--- src/rtl/psc_trigger_pkg.sv ---
// ---------------------------------------------------------------------------
// psc_trigger_pkg
// Shared types and constants for the PSC trigger-link frame sequencer.
//   state_t            sequencer states (IDLE / SEND / GAP)
//   SOP, EOP           control symbols that open and close every frame
//   DEFAULT_FRAME_LEN  symbols per frame, SOP and EOP included
// ---------------------------------------------------------------------------
package psc_trigger_pkg;

  typedef enum logic [1:0] {
    IDLE = 2'd0,
    SEND = 2'd1,
    GAP  = 2'd2
  } state_t;

  localparam logic [7:0] SOP = 8'h3C;
  localparam logic [7:0] EOP = 8'hBC;

  localparam int DEFAULT_FRAME_LEN = 10;

endpackage

--- src/rtl/psc_crc8.sv ---
// ---------------------------------------------------------------------------
// psc_crc8
// Byte-wide CRC-8 accumulator (polynomial 0x07, init 0x00, MSB first).
// Ports:
//   clk, reset   clock, asynchronous active-high reset
//   clear        restart the CRC at 0x00 (wins over enable)
//   enable       fold data into the CRC this cycle
//   data  [7:0]  byte to accumulate
//   crc   [7:0]  registered CRC of all bytes folded since the last clear
// ---------------------------------------------------------------------------
module psc_crc8 (
  input  logic       clk,
  input  logic       reset,
  input  logic       clear,
  input  logic       enable,
  input  logic [7:0] data,
  output logic [7:0] crc
);

  localparam logic [7:0] POLY = 8'h07;

  // One byte through the bit-serial LFSR, unrolled.
  function automatic logic [7:0] crc8_step(input logic [7:0] crc_in, input logic [7:0] byte_in);
    logic [7:0] c;
    c = crc_in ^ byte_in;
    for (int i = 0; i < 8; i++) begin
      c = c[7] ? ((c << 1) ^ POLY) : (c << 1);
    end
    return c;
  endfunction

  always_ff @(posedge clk or posedge reset) begin
    if (reset) begin
      crc <= 8'h00;
    end else if (clear) begin
      crc <= 8'h00;
    end else if (enable) begin
      crc <= crc8_step(crc, data);
    end
  end

endmodule

--- src/rtl/psc_trigger_frame_sequencer.sv ---
// ---------------------------------------------------------------------------
// psc_trigger_frame_sequencer
// Walks the FRAME_LEN-symbol frame ROM (SOP, payload, EOP) onto the link
// serializer over a valid/ready stream. Trigger requests win over periodic
// heartbeat frames; triggers arriving mid-frame are held as one pending
// request, and a further one while pending is coalesced and flagged.
// Optional build macro PSC_TRIG_CRC_EN: the symbol at address FRAME_LEN-2 is
// replaced by a CRC-8 over the payload at addresses 1..FRAME_LEN-3.
// Ports:
//   clk, reset             clock, asynchronous active-high reset
//   trigger_in             trigger request, one per high cycle
//   rom_address [3:0]      registered ROM address
//   rom_is_trigger         registered payload select (1 trigger, 0 heartbeat)
//   rom_data [7:0]         combinational ROM symbol
//   tx_data [7:0], tx_k    symbol and control flag to serializer
//   tx_valid, tx_ready     stream handshake
//   busy                   high while in SEND or GAP
//   frame_done             pulse on the cycle after the EOP handshake
//   trigger_overrun        pulse when a trigger arrives while one is pending
// ---------------------------------------------------------------------------
module psc_trigger_frame_sequencer
  import psc_trigger_pkg::*;
#(
  parameter int FRAME_LEN        = DEFAULT_FRAME_LEN,
  parameter int HEARTBEAT_PERIOD = 1000,
  parameter int IFG_CYCLES       = 2
) (
  input  logic       clk,
  input  logic       reset,
  input  logic       trigger_in,
  output logic [3:0] rom_address,
  output logic       rom_is_trigger,
  input  logic [7:0] rom_data,
  output logic [7:0] tx_data,
  output logic       tx_k,
  output logic       tx_valid,
  input  logic       tx_ready,
  output logic       busy,
  output logic       frame_done,
  output logic       trigger_overrun
);

  if (FRAME_LEN < 2 || FRAME_LEN > 16) begin : g_bad_frame_len
    $error("psc_trigger_frame_sequencer: FRAME_LEN must be in 2..16");
  end
  if (HEARTBEAT_PERIOD < 1) begin : g_bad_heartbeat
    $error("psc_trigger_frame_sequencer: HEARTBEAT_PERIOD must be >= 1");
  end

  localparam int HB_W  = (HEARTBEAT_PERIOD > 1) ? $clog2(HEARTBEAT_PERIOD) : 1;
  localparam int IFG_W = (IFG_CYCLES > 1) ? $clog2(IFG_CYCLES) : 1;

  localparam logic [3:0]       LAST_ADDR = 4'(FRAME_LEN - 1);
  localparam logic [HB_W-1:0]  HB_LAST   = HB_W'(HEARTBEAT_PERIOD - 1);
  // Unused when IFG_CYCLES is 0: GAP is then unreachable.
  localparam logic [IFG_W-1:0] IFG_LAST  = IFG_W'(IFG_CYCLES - 1);

  state_t           state, state_nxt;
  logic [HB_W-1:0]  hb_cnt;
  logic [IFG_W-1:0] ifg_cnt;
  logic             pending;

  logic handshake, eop_hs;
  logic start_trig, start_hb, frame_start;
  logic [7:0] symbol;

  assign handshake   = (state == SEND) && tx_ready;
  assign eop_hs      = handshake && (rom_address == LAST_ADDR);
  assign start_trig  = (state == IDLE) && (trigger_in || pending);
  assign start_hb    = (state == IDLE) && !start_trig && (hb_cnt == HB_LAST);
  assign frame_start = start_trig || start_hb;

  // NOTE: every signal an always_comb writes gets a default first, so no path
  // leaves it unassigned and no latch is inferred.
  always_comb begin
    state_nxt = state;
    case (state)
      IDLE:    if (frame_start) state_nxt = SEND;
      SEND:    if (eop_hs) state_nxt = (IFG_CYCLES == 0) ? IDLE : GAP;
      GAP:     if (ifg_cnt == IFG_LAST) state_nxt = IDLE;
      default: state_nxt = IDLE;
    endcase
  end

  // NOTE: sequential state uses non-blocking assignments so every register
  // samples pre-edge values regardless of statement order.
  always_ff @(posedge clk or posedge reset) begin
    if (reset) begin
      state           <= IDLE;
      rom_address     <= 4'd0;
      rom_is_trigger  <= 1'b0;
      pending         <= 1'b0;
      hb_cnt          <= '0;
      ifg_cnt         <= '0;
      frame_done      <= 1'b0;
      trigger_overrun <= 1'b0;
    end else begin
      state           <= state_nxt;
      frame_done      <= eop_hs;
      // A trigger on top of a pending one is merged into the same frame.
      trigger_overrun <= trigger_in && pending;

      if (state != IDLE && trigger_in) begin
        pending <= 1'b1;
      end else if (start_trig) begin
        pending <= 1'b0;
      end

      if (frame_start) begin
        hb_cnt         <= '0;
        rom_is_trigger <= start_trig;
      end else if (state == IDLE) begin
        hb_cnt <= hb_cnt + HB_W'(1);
      end

      if (eop_hs) begin
        rom_address <= 4'd0;
      end else if (handshake) begin
        rom_address <= rom_address + 4'd1;
      end

      ifg_cnt <= (state == GAP) ? ifg_cnt + IFG_W'(1) : '0;
    end
  end

`ifdef PSC_TRIG_CRC_EN
  logic [7:0] crc;
  logic       crc_en;

  assign crc_en = handshake && (rom_address >= 4'd1) && (rom_address <= 4'(FRAME_LEN - 3));

  psc_crc8 u_crc8 (
    .clk    (clk),
    .reset  (reset),
    .clear  (frame_start),
    .enable (crc_en),
    .data   (rom_data),
    .crc    (crc)
  );

  assign symbol = (rom_address == 4'(FRAME_LEN - 2)) ? crc : rom_data;
`else
  assign symbol = rom_data;
`endif

  assign tx_valid = (state == SEND);
  assign busy     = (state != IDLE);
  assign tx_data  = tx_valid ? symbol : 8'h00;
  assign tx_k     = tx_valid && ((rom_address == 4'd0) || (rom_address == LAST_ADDR));

endmodule

--- config.mk ---
export PLATFORM = sky130hd
export DESIGN_NAME = psc_trigger_frame_sequencer
export DESIGN_NICKNAME = d
export VERILOG_FILES = /design/src/rtl/psc_trigger_pkg.sv /design/src/rtl/psc_crc8.sv /design/src/rtl/psc_trigger_frame_sequencer.sv
export SDC_FILE = /design/constraint.sdc
export NUM_CORES = 1
export LEC_CHECK = 0
export CAP_MARGIN = 20
export CORE_UTILIZATION = 25
export CTS_BUF_LIST = sky130_fd_sc_hd__clkbuf_2 sky130_fd_sc_hd__clkbuf_4 sky130_fd_sc_hd__clkbuf_8
export CTS_CLUSTER_SIZE = 30
export DETAILED_ROUTE_END_ITERATION = 16
export GPL_ROUTABILITY_DRIVEN = 0
export SLEW_MARGIN = 10
export SYNTH_ARGS = -nofsm -noshare
export SYNTH_HDL_FRONTEND = slang
export SYNTH_SLANG_ARGS = --single-unit
--- constraint.sdc ---
create_clock -name clk -period 2.17 [get_ports clk]
set_input_delay 0.434 -clock clk [delete_from_list [all_inputs] [get_ports clk]]
set_output_delay 0.434 -clock clk [all_outputs]
set_load 0.02 [all_outputs]
==> run summary, run 1 <==
SYNTHESIS
--------------------------------------------------------------------------------
Count of different cell masters after synthesis                               31
Average cell area after synthesis                                      9.78 um^2
Top cell type's share of synthesized area                                  46.3%
Ranking of synthesized cells by area                                dfrtp_1, o21ai_0, and2_1
Async set-or-reset flop fraction in the synthesized netlist                 100%
Synth area leader                                                        dfrtp_1
Post-synth net total                                                         132
Synthesis-stage register bit count                                            21
Flip-flop cell with the highest count after synthesis                    dfrtp_1
Mapped Area                                                            1130 um^2
Number of warnings issued by yosys                                             0
Most repeated cell in the gate-level netlist after synthesis             dfrtp_1
Share of synthesized area occupied by flip-flops and latches               46.3%
Post-synth EDFFs                                                               0
Count of mapped cells out of synthesis                                       116
Top cell types by occurrence after synthesis                        dfrtp_1, o21ai_0, nand2_1, and2_1, inv_1

DIE
--------------------------------------------------------------------------------
Die Outline Area                                                       4810 um^2
Initial Util                                                               26.1%
Core Region                                                            4350 um^2
Chip Width                                                               69.4 um
I/O pin cnt                                                                   30
Row cnt                                                                       24
Vertical extent of the die                                               69.4 um

GLOBAL ROUTE
--------------------------------------------------------------------------------
Gr ovfl total                                                                  0
Number of antenna violations at the first check in global routing              0
Vias in the first global route                                              1018
Wire length of the first global-routing pass                             4480 um
Pin count of the biggest net entering global routing                          22
Global Route Usage Sum                                                     11.4%

STA
--------------------------------------------------------------------------------
Setup repair after global routing missed its margin                           no
Worst clock skew                                                      0.00570 ns
Actual transition at the worst max-transition pin                       0.438 ns
Worst slew margin                                                          70.8%
Number of max-slew violations in the final report                              0
FMAX                                                                   0.480 GHz
Number of failing setup endpoints in the final timing report                   0
Hold_ws                                                                 0.410 ns
Setup tns final                                                             0 ns
Post-route clock period utilization                                        96.0%
Min Clock Period, post-route                                             2.08 ns
Final worst setup slack                                                0.0867 ns
Number of hold violations in the final report                                  0

ROUTE
--------------------------------------------------------------------------------
Detailed-route wire length per cell                                      12.6 um
Residual DRC count                                                             0
Total Routed Length                                                      2630 um
Via total after detailed routing                                            1032
Via/cell ratio                                                              4.96
First-iteration detailed-routing DRC count                                    73
Antenna Nets Post-Route                                                        0
Number of iterations in the first detailed-routing pass                        4

SETUP PATH
--------------------------------------------------------------------------------
Buffers and inverters on the worst path                                        2
Count of cells along the worst register-to-register path                       4
Startpoint type of the worst setup path                                flip-flop
Data required time at the worst endpoint                                 1.74 ns
Setup Crit Path Kind                                                  reg -> out
Maximum cell stage delay along the critical path                         0.60 ns
Cell family with most CP delay                                      buffers and inverters
Stages on the worst setup path                                                 3
Highest fanout seen on the critical path                                       9
Reg2Reg Launch Point                                                   hb_cnt[0]
Critical path cell sequence                                         nor2b_2 -> buf_4 -> clkdlybuf4s50_1
Slowest cell on crit path                                           clkdlybuf4s50_1
Destination of the worst register-to-register timing path               state[0]
Arr. time, crit path                                                     1.65 ns
Crit path capture                                                       tx_valid
Internal reg-to-reg setup slack                                          0.34 ns
CP Capture Type                                                      output port
CP Launch Point                                                         state[1]

PLACED DESIGN
--------------------------------------------------------------------------------
Cell count after placement                                                   204
Dpl hpwl                                                                 2010 um
Post-Place Cell Area                                                   1540 um^2
Dpl ws                                                                  0.113 ns
Number of port buffers                                                        29

CELLS AND AREA
--------------------------------------------------------------------------------
Count of fill cells added during filler insertion                            433
Total number of nets in the final design                                     173
Antenna cells                                                                  0
Layout-stage area growth over the synthesis result                         39.5%
Share of cells above drive strength 1                                      12.8%
Post-route insts no fill                                                     208
Final Instance Area                                                    1580 um^2
Fin util                                                                   36.4%

HOLD PATH
--------------------------------------------------------------------------------
Hold WC Path Type                                                     reg -> reg

POWER AND IR DROP
--------------------------------------------------------------------------------
Power Density                                                       1050 nW/um^2
Leakage power total                                                     0.692 nW
Power after layout                                                       1.66 mW
Peak VDD IR                                                             0.455 mV

CLOCK NETWORK
--------------------------------------------------------------------------------
Post-CTS resize count                                                         10
Clock Path Buffers                                                             2
Clock net sink count                                                          21
Clock tree root buffer cell                                             clkbuf_8
Postcts setup bufs                                                             0
Hold-fix buffers, CTS                                                          0
Worst-skew pair later-pin latency                                        0.27 ns
TritonCTS clock tree                                                         yes
H-tree depth reported by CTS                                                   1
Clock-pin slew on the worst setup and hold paths                         0.08 ns
Total CTS buffers                                                              3

OUTCOME
--------------------------------------------------------------------------------
Result of the run                                                   finished clean

JOB
--------------------------------------------------------------------------------
Max-cap check violation count                                                  0

## power by group
group | switching [mW] | total, mW | internal [mW] | leakage (nW)
Combinational | 0.417 | 0.792 | 0.375 | 0.403
Sequential | 0.109 | 0.605 | 0.496 | 0.267
Clock | 0.135 | 0.265 | 0.130 | 0.0217
## final cells by class
cell class,count,area [um^2],area share [%]
clock buffer,3,41.3,2.61
clock inverter,1,7.51,0.474
inverter,8,30.0,1.90
multi-input combinational,85,567,35.8
sequential,21,526,33.2
tap,52,65.1,4.11
timing repair buffer,38,347,21.9
## metal layers
metal  wire, um  up-vias  GRT usage (%)
met4         10        0           2.04
met1       1140      487           13.0
met2       1290       42           20.4
met3        182        2           4.07
met5          0        -              0
li1           -      501              -
## worst min path at each step
stage,start,endpoint,slack [ns],cells past startpoint
3_3_place_gp,ifg_cnt,ifg_cnt,0.40,1
5_1_grt,ifg_cnt,ifg_cnt,0.44,1
6_report,ifg_cnt,ifg_cnt,0.41,1
2_1_floorplan,ifg_cnt,ifg_cnt,0.38,1
4_1_cts,ifg_cnt,ifg_cnt,0.41,1
3_5_place_dp,ifg_cnt,ifg_cnt,0.40,1
## flip-flops by register name, summed over array words and instances, names as in the netlist
register / count
ifg_cnt: 1
trigger_overrun: 1
frame_done: 1
hb_cnt: 10
pending: 1
state: 2
rom_is_trigger: 1
rom_address: 4
## worst register-to-register path: cells and delay by family, from the launching register on
kind / cells / cell delay, ns
flip-flops: 1 / 0.39
AND/OR/NAND/NOR: 1 / 0.51
AO/OA/AOI/OAI: 2 / 0.66
adder cells (fa/ha/maj): 1 / 0.21
## logic make-up (layout without fill, tap and decap cells)
family | Yosys count | in the layout | synth area share, %
compound gates | 29 | 29 | 18.6
flops | 21 | 21 | 46.3
mux | 2 | 2 | 1.76
fa+ha+maj | 4 | 4 | 4.41
buf+inv | 10 | 50 | 3.97
simple gates | 50 | 50 | 24.9
## layout by cell type (no fill, tap or decap), types with 3 or more instances in the layout
master,instances
dfrtp_1,21
clkdlybuf4s50_1,20
o21ai_0,12
nand2_1,11
and2_1,9
dlygate4sd2_1,9
buf_4,9
inv_1,7
nand3_1,5
nor2_1,5
a22oi_1,5
nor3_1,4
o31ai_1,4
or4_1,4
ha_1,4
nand3b_1,3
clkbuf_8,3
No activity file was read; power rests on OpenSTA's default activity.
==> inputs of run 2 (changes only) <==
Settings changed: SETUP_SLACK_MARGIN set to 0.1.
==> run 2 against run 1 <==
  * Core utilization fell by 0.057 points
  * Final cell count stayed put
  * Final area down 0.16%
  * Worst hold slack stayed put
  * Wire length about the same
  * Flip-flop and latch count stayed put
  * Critical path type unchanged
  * Largest power group unchanged
  * Highest routed layer unchanged
==> run summary, run 2 (synthesis results as in run 1) <==
CELLS AND AREA
--------------------------------------------------------------------------------
Most frequent cells in the layout                                   dfrtp_1, clkdlybuf4s50_1, o21ai_0
Count of fill cells added during filler insertion                            435   +0.46%
Antenna cells                                                                  0   unchanged
Largest register FFs                                                          10   unchanged
Post-route insts no fill                                                     208   unchanged
Top reg by flops                                                          hb_cnt
Total number of nets in the final design                                     173   unchanged
Registers with the most flip-flops                                  hb_cnt (10), rom_address (4), state (2)
Fin util                                                                   36.3%   -0.057 points
Share of cells above drive strength 1                                      13.5%   +0.64 points
Most common cell after layout, fill and taps aside                       dfrtp_1
Layout-stage area growth over the synthesis result                         39.3%

DIE
--------------------------------------------------------------------------------
Die Outline Area                                                       4810 um^2   unchanged
Chip Width                                                               69.4 um   unchanged
Vertical extent of the die                                               69.4 um   unchanged
I/O pin cnt                                                                   30   unchanged
Initial Util                                                               26.1%   unchanged
Core Region                                                            4350 um^2   unchanged
Row cnt                                                                       24   unchanged

ROUTE
--------------------------------------------------------------------------------
Number of iterations in the first detailed-routing pass                        4   unchanged
First-iteration detailed-routing DRC count                                    73   unchanged
Antenna Nets Post-Route                                                        0   unchanged
Detailed-route wire length per cell                                      12.6 um   about the same
Via total after detailed routing                                            1032   unchanged
Total Routed Length                                                      2630 um   about the same
Residual DRC count                                                             0   unchanged
Via/cell ratio                                                              4.96   unchanged

SETUP PATH
--------------------------------------------------------------------------------
CP Capture Type                                                      output port
Internal reg-to-reg setup slack                                          0.34 ns   about the same
Arr. time, crit path                                                     1.50 ns   -0.15 ns
Highest fanout seen on the critical path                                       9   unchanged
Startpoint type of the worst setup path                                flip-flop
Destination of the worst register-to-register timing path               state[0]
Setup Crit Path Kind                                                  reg -> out
Count of cells along the worst register-to-register path                       4   unchanged
Reg2Reg Launch Point                                                   hb_cnt[0]
Data required time at the worst endpoint                                 1.74 ns   about the same

GLOBAL ROUTE
--------------------------------------------------------------------------------
Global Route Usage Sum                                                     11.4%   unchanged
Wire length of the first global-routing pass                             4480 um   unchanged
Gr ovfl total                                                                  0   unchanged
Pin count of the biggest net entering global routing                          22   unchanged
Number of antenna violations at the first check in global routing              0   unchanged
Vias in the first global route                                              1018   unchanged

POWER AND IR DROP
--------------------------------------------------------------------------------
Sw frac                                                                    40.0%   +0.22 points
Power after layout                                                       1.65 mW   -0.59%
P_int                                                                     991 uW   -0.95%
Peak VDD IR                                                             0.430 mV   -5.4%
Clk pwr share                                                              16.0%   about the same
Leakage power total                                                     0.688 nW   -0.53%
Relative contribution of combinational cells to total power                47.4%   -0.3 points
Power Density                                                       1040 nW/um^2   -0.43%
Switching Power                                                           660 uW   about the same
Portion of total power attributed to sequential cells                      36.6%   +0.2 points

PLACED DESIGN
--------------------------------------------------------------------------------
Cell count after placement                                                   204   unchanged
Dpl hpwl                                                                 2010 um   unchanged
Number of port buffers                                                        29   unchanged

CLOCK NETWORK
--------------------------------------------------------------------------------
Worst-skew pair later-pin latency                                        0.27 ns   about the same
TritonCTS clock tree                                                         yes
Clock net sink count                                                          21   unchanged
H-tree depth reported by CTS                                                   1   unchanged
Hold-fix buffers, CTS                                                          0   unchanged
Clock Path Buffers                                                             2   unchanged
Total CTS buffers                                                              3   unchanged
Clock tree root buffer cell                                             clkbuf_8
Clock-pin slew on the worst setup and hold paths                         0.08 ns   about the same

STA
--------------------------------------------------------------------------------
Number of hold violations in the final report                                  0   unchanged
Setup tns final                                                             0 ns   unchanged
Hold_ws                                                                 0.410 ns   unchanged
Worst slew margin                                                          70.8%   about the same
Number of max-slew violations in the final report                              0   unchanged
Min Clock Period, post-route                                             1.93 ns   -0.149 ns
Post-route clock period utilization                                        89.1%   -6.9 points
FMAX                                                                   0.517 GHz   +7.7%
Setup repair after global routing missed its margin                           no
Number of failing setup endpoints in the final timing report                   0   unchanged
Worst clock skew                                                      0.00570 ns   unchanged
Actual transition at the worst max-transition pin                       0.437 ns   -0.0000978 ns

HOLD PATH
--------------------------------------------------------------------------------
Hold endpoint                                                            ifg_cnt
Worst hold start                                                         ifg_cnt
Hold path cells                                                                1   unchanged
Hold WC Path Type                                                     reg -> reg

OUTCOME
--------------------------------------------------------------------------------
Result of the run                                                   finished clean

JOB
--------------------------------------------------------------------------------
Max-cap check violation count                                                  0   unchanged

[run 2: cell types whose count changed in the layout (fill, tap and decap cells not counted)]
cell	change
clkdlybuf4s50_1	-2
clkbuf_2	+1
dlymetal6s2s_1	+1
[run 2: area by class of cell]
cell class	instances	area (um^2)	area share, %
inverters	8	30.0	1.90
flip-flops and latches	21	526	33.3
well taps	52	65.1	4.12
repair buffers	38	344	21.8
clock buffers	3	41.3	2.61
clock inverters	1	7.51	0.475
multi-input cells	85	567	35.9
[run 2: power by group through the flow]
stage | Sequential (mW) | Clock, mW | Combinational [mW]
final | 0.605 | 0.265 | 0.782
after global routing | 0.620 | 0.289 | 0.860
after CTS | 0.604 | 0.274 | 0.797
after detailed placement | 0.607 | 0 | 0.834
after global placement | 0.604 | 0 | 0.812
after floorplan | 0.659 | 0 | 0.398
[run 2: worst max-delay path by stage]
stage                           start         end  slack (ns)  cells after the start
final                        state[1]  tx_data[0]        0.24                      4
after global routing         state[1]  tx_data[5]        0.14                      4
after CTS                    state[0]        busy        0.12                      4
after detailed placement  rom_data[3]  tx_data[3]        0.11                      3
after global placement    rom_data[0]  tx_data[0]        0.12                      3
after floorplan              state[0]        tx_k        0.17                      4
[run 2: worst max-delay path, cell delays in order (launching register included)]
cell           delay [ns]
dfrtp_1              0.40
nor2b_2              0.20
buf_4                0.18
and2_1               0.12
dlygate4sd2_1        0.34
[run 2: per-layer routing]
layer | track usage, % | wire length, um | vias up
met5 | 0 | 0 | -
met4 | 2.04 | 10 | 0
met3 | 4.07 | 185 | 2
met2 | 20.4 | 1290 | 42
met1 | 13.0 | 1140 | 487
li1 | - | - | 501
[run 2: repair_timing]
item	CTS	global route
setup buffers	0	0
setup endpoints to repair	10	2
gates resized for setup	11	4
[run 2: stage by stage]
step / setup slack [ns] / instance area [um^2]
6_report: 0.236 / 1580
3_5_place_dp: 0.113 / 1540
4_1_cts: 0.118 / 1580
2_1_floorplan: 0.172 / 1130
5_1_grt: 0.138 / 1580
3_3_place_gp: 0.125 / 1540
==> RTL change, RTL diff (flow settings as in run 2) <==
Change the parameter `HEARTBEAT_PERIOD` from 1000 to 2000.
--- a/src/rtl/psc_trigger_frame_sequencer.sv
+++ b/src/rtl/psc_trigger_frame_sequencer.sv
@@ -22,7 +22,7 @@
   import psc_trigger_pkg::*;
 #(
   parameter int FRAME_LEN        = DEFAULT_FRAME_LEN,
-  parameter int HEARTBEAT_PERIOD = 1000,
+  parameter int HEARTBEAT_PERIOD = 2000,
   parameter int IFG_CYCLES       = 2
 ) (
   input  logic       clk,
Formal check against the unedited RTL: no difference found for any inputs over 10 cycles, from zero or initial values and one cycle with reset high; that may be too few to reach the edited logic, so the function may still have changed.
==> RTL change against run 2 <==
Area after synthesis increased by 3.2%; sequential power fell by 2%; sequential share of layout area rose by 1.7 points; clock power is 7.9% lower; count of clock-buffer cells in the layout unchanged; cell area down 0.32%; setup slack improved by 0.043 ns; sequential cell count grew 1; critical endpoint is now tx_data[5]; routed wire length decreased by 3.4%; critical path type unchanged; largest cell class unchanged; total power down 4.6%.
==> RTL change: results (changes against run 2) <==
stage,metric,value,unit,change
status,status,"complete, no violations",,
placement,post-place instance area,1550,µm²,+0.32%
timing,clock skew,0.00209,ns,-0.00361 ns
finish,synthesis-to-layout area growth,34.5,%,
power,Seq. pwr,594,µW,-2%
global_route,grt met1 use,0.134,,+0.00420
setup_path,CP arrival,1.46,ns,-0.04 ns
synthesis,post-synthesis mux area share,0,,-0.0176
synthesis,Post-Synth XOR/XNOR Area,0.0449,,+0.0449
global_route,pin count of the biggest net entering global routing,21,,-4.5%
power,Switching Fraction,0.412,,+0.0119
timing,final hold slack,0.332,ns,-0.0783 ns
floorplanning,die area,4960,µm²,+3.1%
synthesis,Cell variety after synth,33,,+6.5%
finish,number of non-clock buffers,34,,-11%
setup_path,R2R Setup Slk,0.57,ns,+0.23 ns
setup_path,CP max FO,11,,+2
timing,slew margin rel.,0.816,,+0.107
min_path,min-delay worst type,input pin to async pin,,
finish,nonclk inv count,9,,+1
setup_path,crit-path max cell delay,0.38,ns,-0.02 ns
synthesis,Syn Area/Cell,9.52,µm²,-2.7%
finish,Regs by FF count,"hb_cnt x11, rom_address x4, state x2",,
finish,post-layout net count,176,,+1.7%
global_route,GRT Total Usage,0.110,,-0.00355
synthesis,complex-gate fraction of the synthesized area,0.0929,,-0.0934
placement,Detailed Place HPWL,1.98,mm,-1.4%
global_route,M3 GR Usage,0.0115,,-0.0292
detailed_routing,M1 wire length,1.17,mm,+2.5%
detailed_routing,final wirelength,2.54,mm,-3.4%
synthesis,Synth area leaders,"dfrtp_1 (47%), o21ai_0 (5.6%), and2_1 (4.8%), nand2_1 (4.5%), ha_1 (4.3%)",,
synthesis,Yosys reg bits,22,,+4.8%
cts,worst skew pair latency,0.25,ns,-0.02 ns
finish,multi-input gates,90,,+5.9%
placement,setup slack at placement,0.0989,ns,-0.0140 ns
synthesis,Post-synth top cells,"dfrtp_1 (22), nand2_1 (14), o21ai_0 (13), and2_1 (9), nor2_1 (9)",,
synthesis,post-synthesis adder-cell area fraction,0.0427,,-0.00137
power,Worst VDD drop,0.255,mV,-41%
detailed_routing,wire per inst,12.1,µm,-4.3%
finish,fillers,447,,+2.8%
global_route,met2 Track Usage GR,0.196,,-0.00812
power,comb pwr,736,µW,-5.9%
global_route,vias in the first global route,982,,-3.5%
timing,Fmax,529,MHz,+2.3%
finish,multi-input logic area,571,µm²,+0.66%
finish,clk tree area frac,0.0262,,-0.00467
global_route,global-route wire length before repair,4.43,mm,-1.1%
RTL change: changes by cell type after synthesis, moves of 3 or more:
| cell | before | now |
|---|---|---|
| or4_1 | 4 | 1 |
| a21oi_1 | 0 | 4 |
| nor2_1 | 5 | 9 |
| xor2_1 | 0 | 4 |
| nand2_1 | 11 | 14 |
| a22oi_1 | 5 | 0 |
| o31ai_1 | 4 | 0 |
RTL change: final timing paths:
| check | end | cells past startpoint |
|---|---|---|
| setup / recovery | tx_data[5] | 4 |
| setup reg to reg | state[0] | 5 |
| hold reg to reg | ifg_cnt | 1 |
| hold / removal | rom_address[3] | 2 |
| min in group clk | ifg_cnt | 1 |
| max in group asynchronous | state[0] | 3 |
RTL change: what timing repair did:
| action | 4_1_cts | 5_1_grt |
|---|---|---|
| hold buffers | 0 | 0 |
| cloned | 0 | 0 |
| setup endpoints to repair | 11 | 2 |
| gates resized for setup | 11 | 3 |
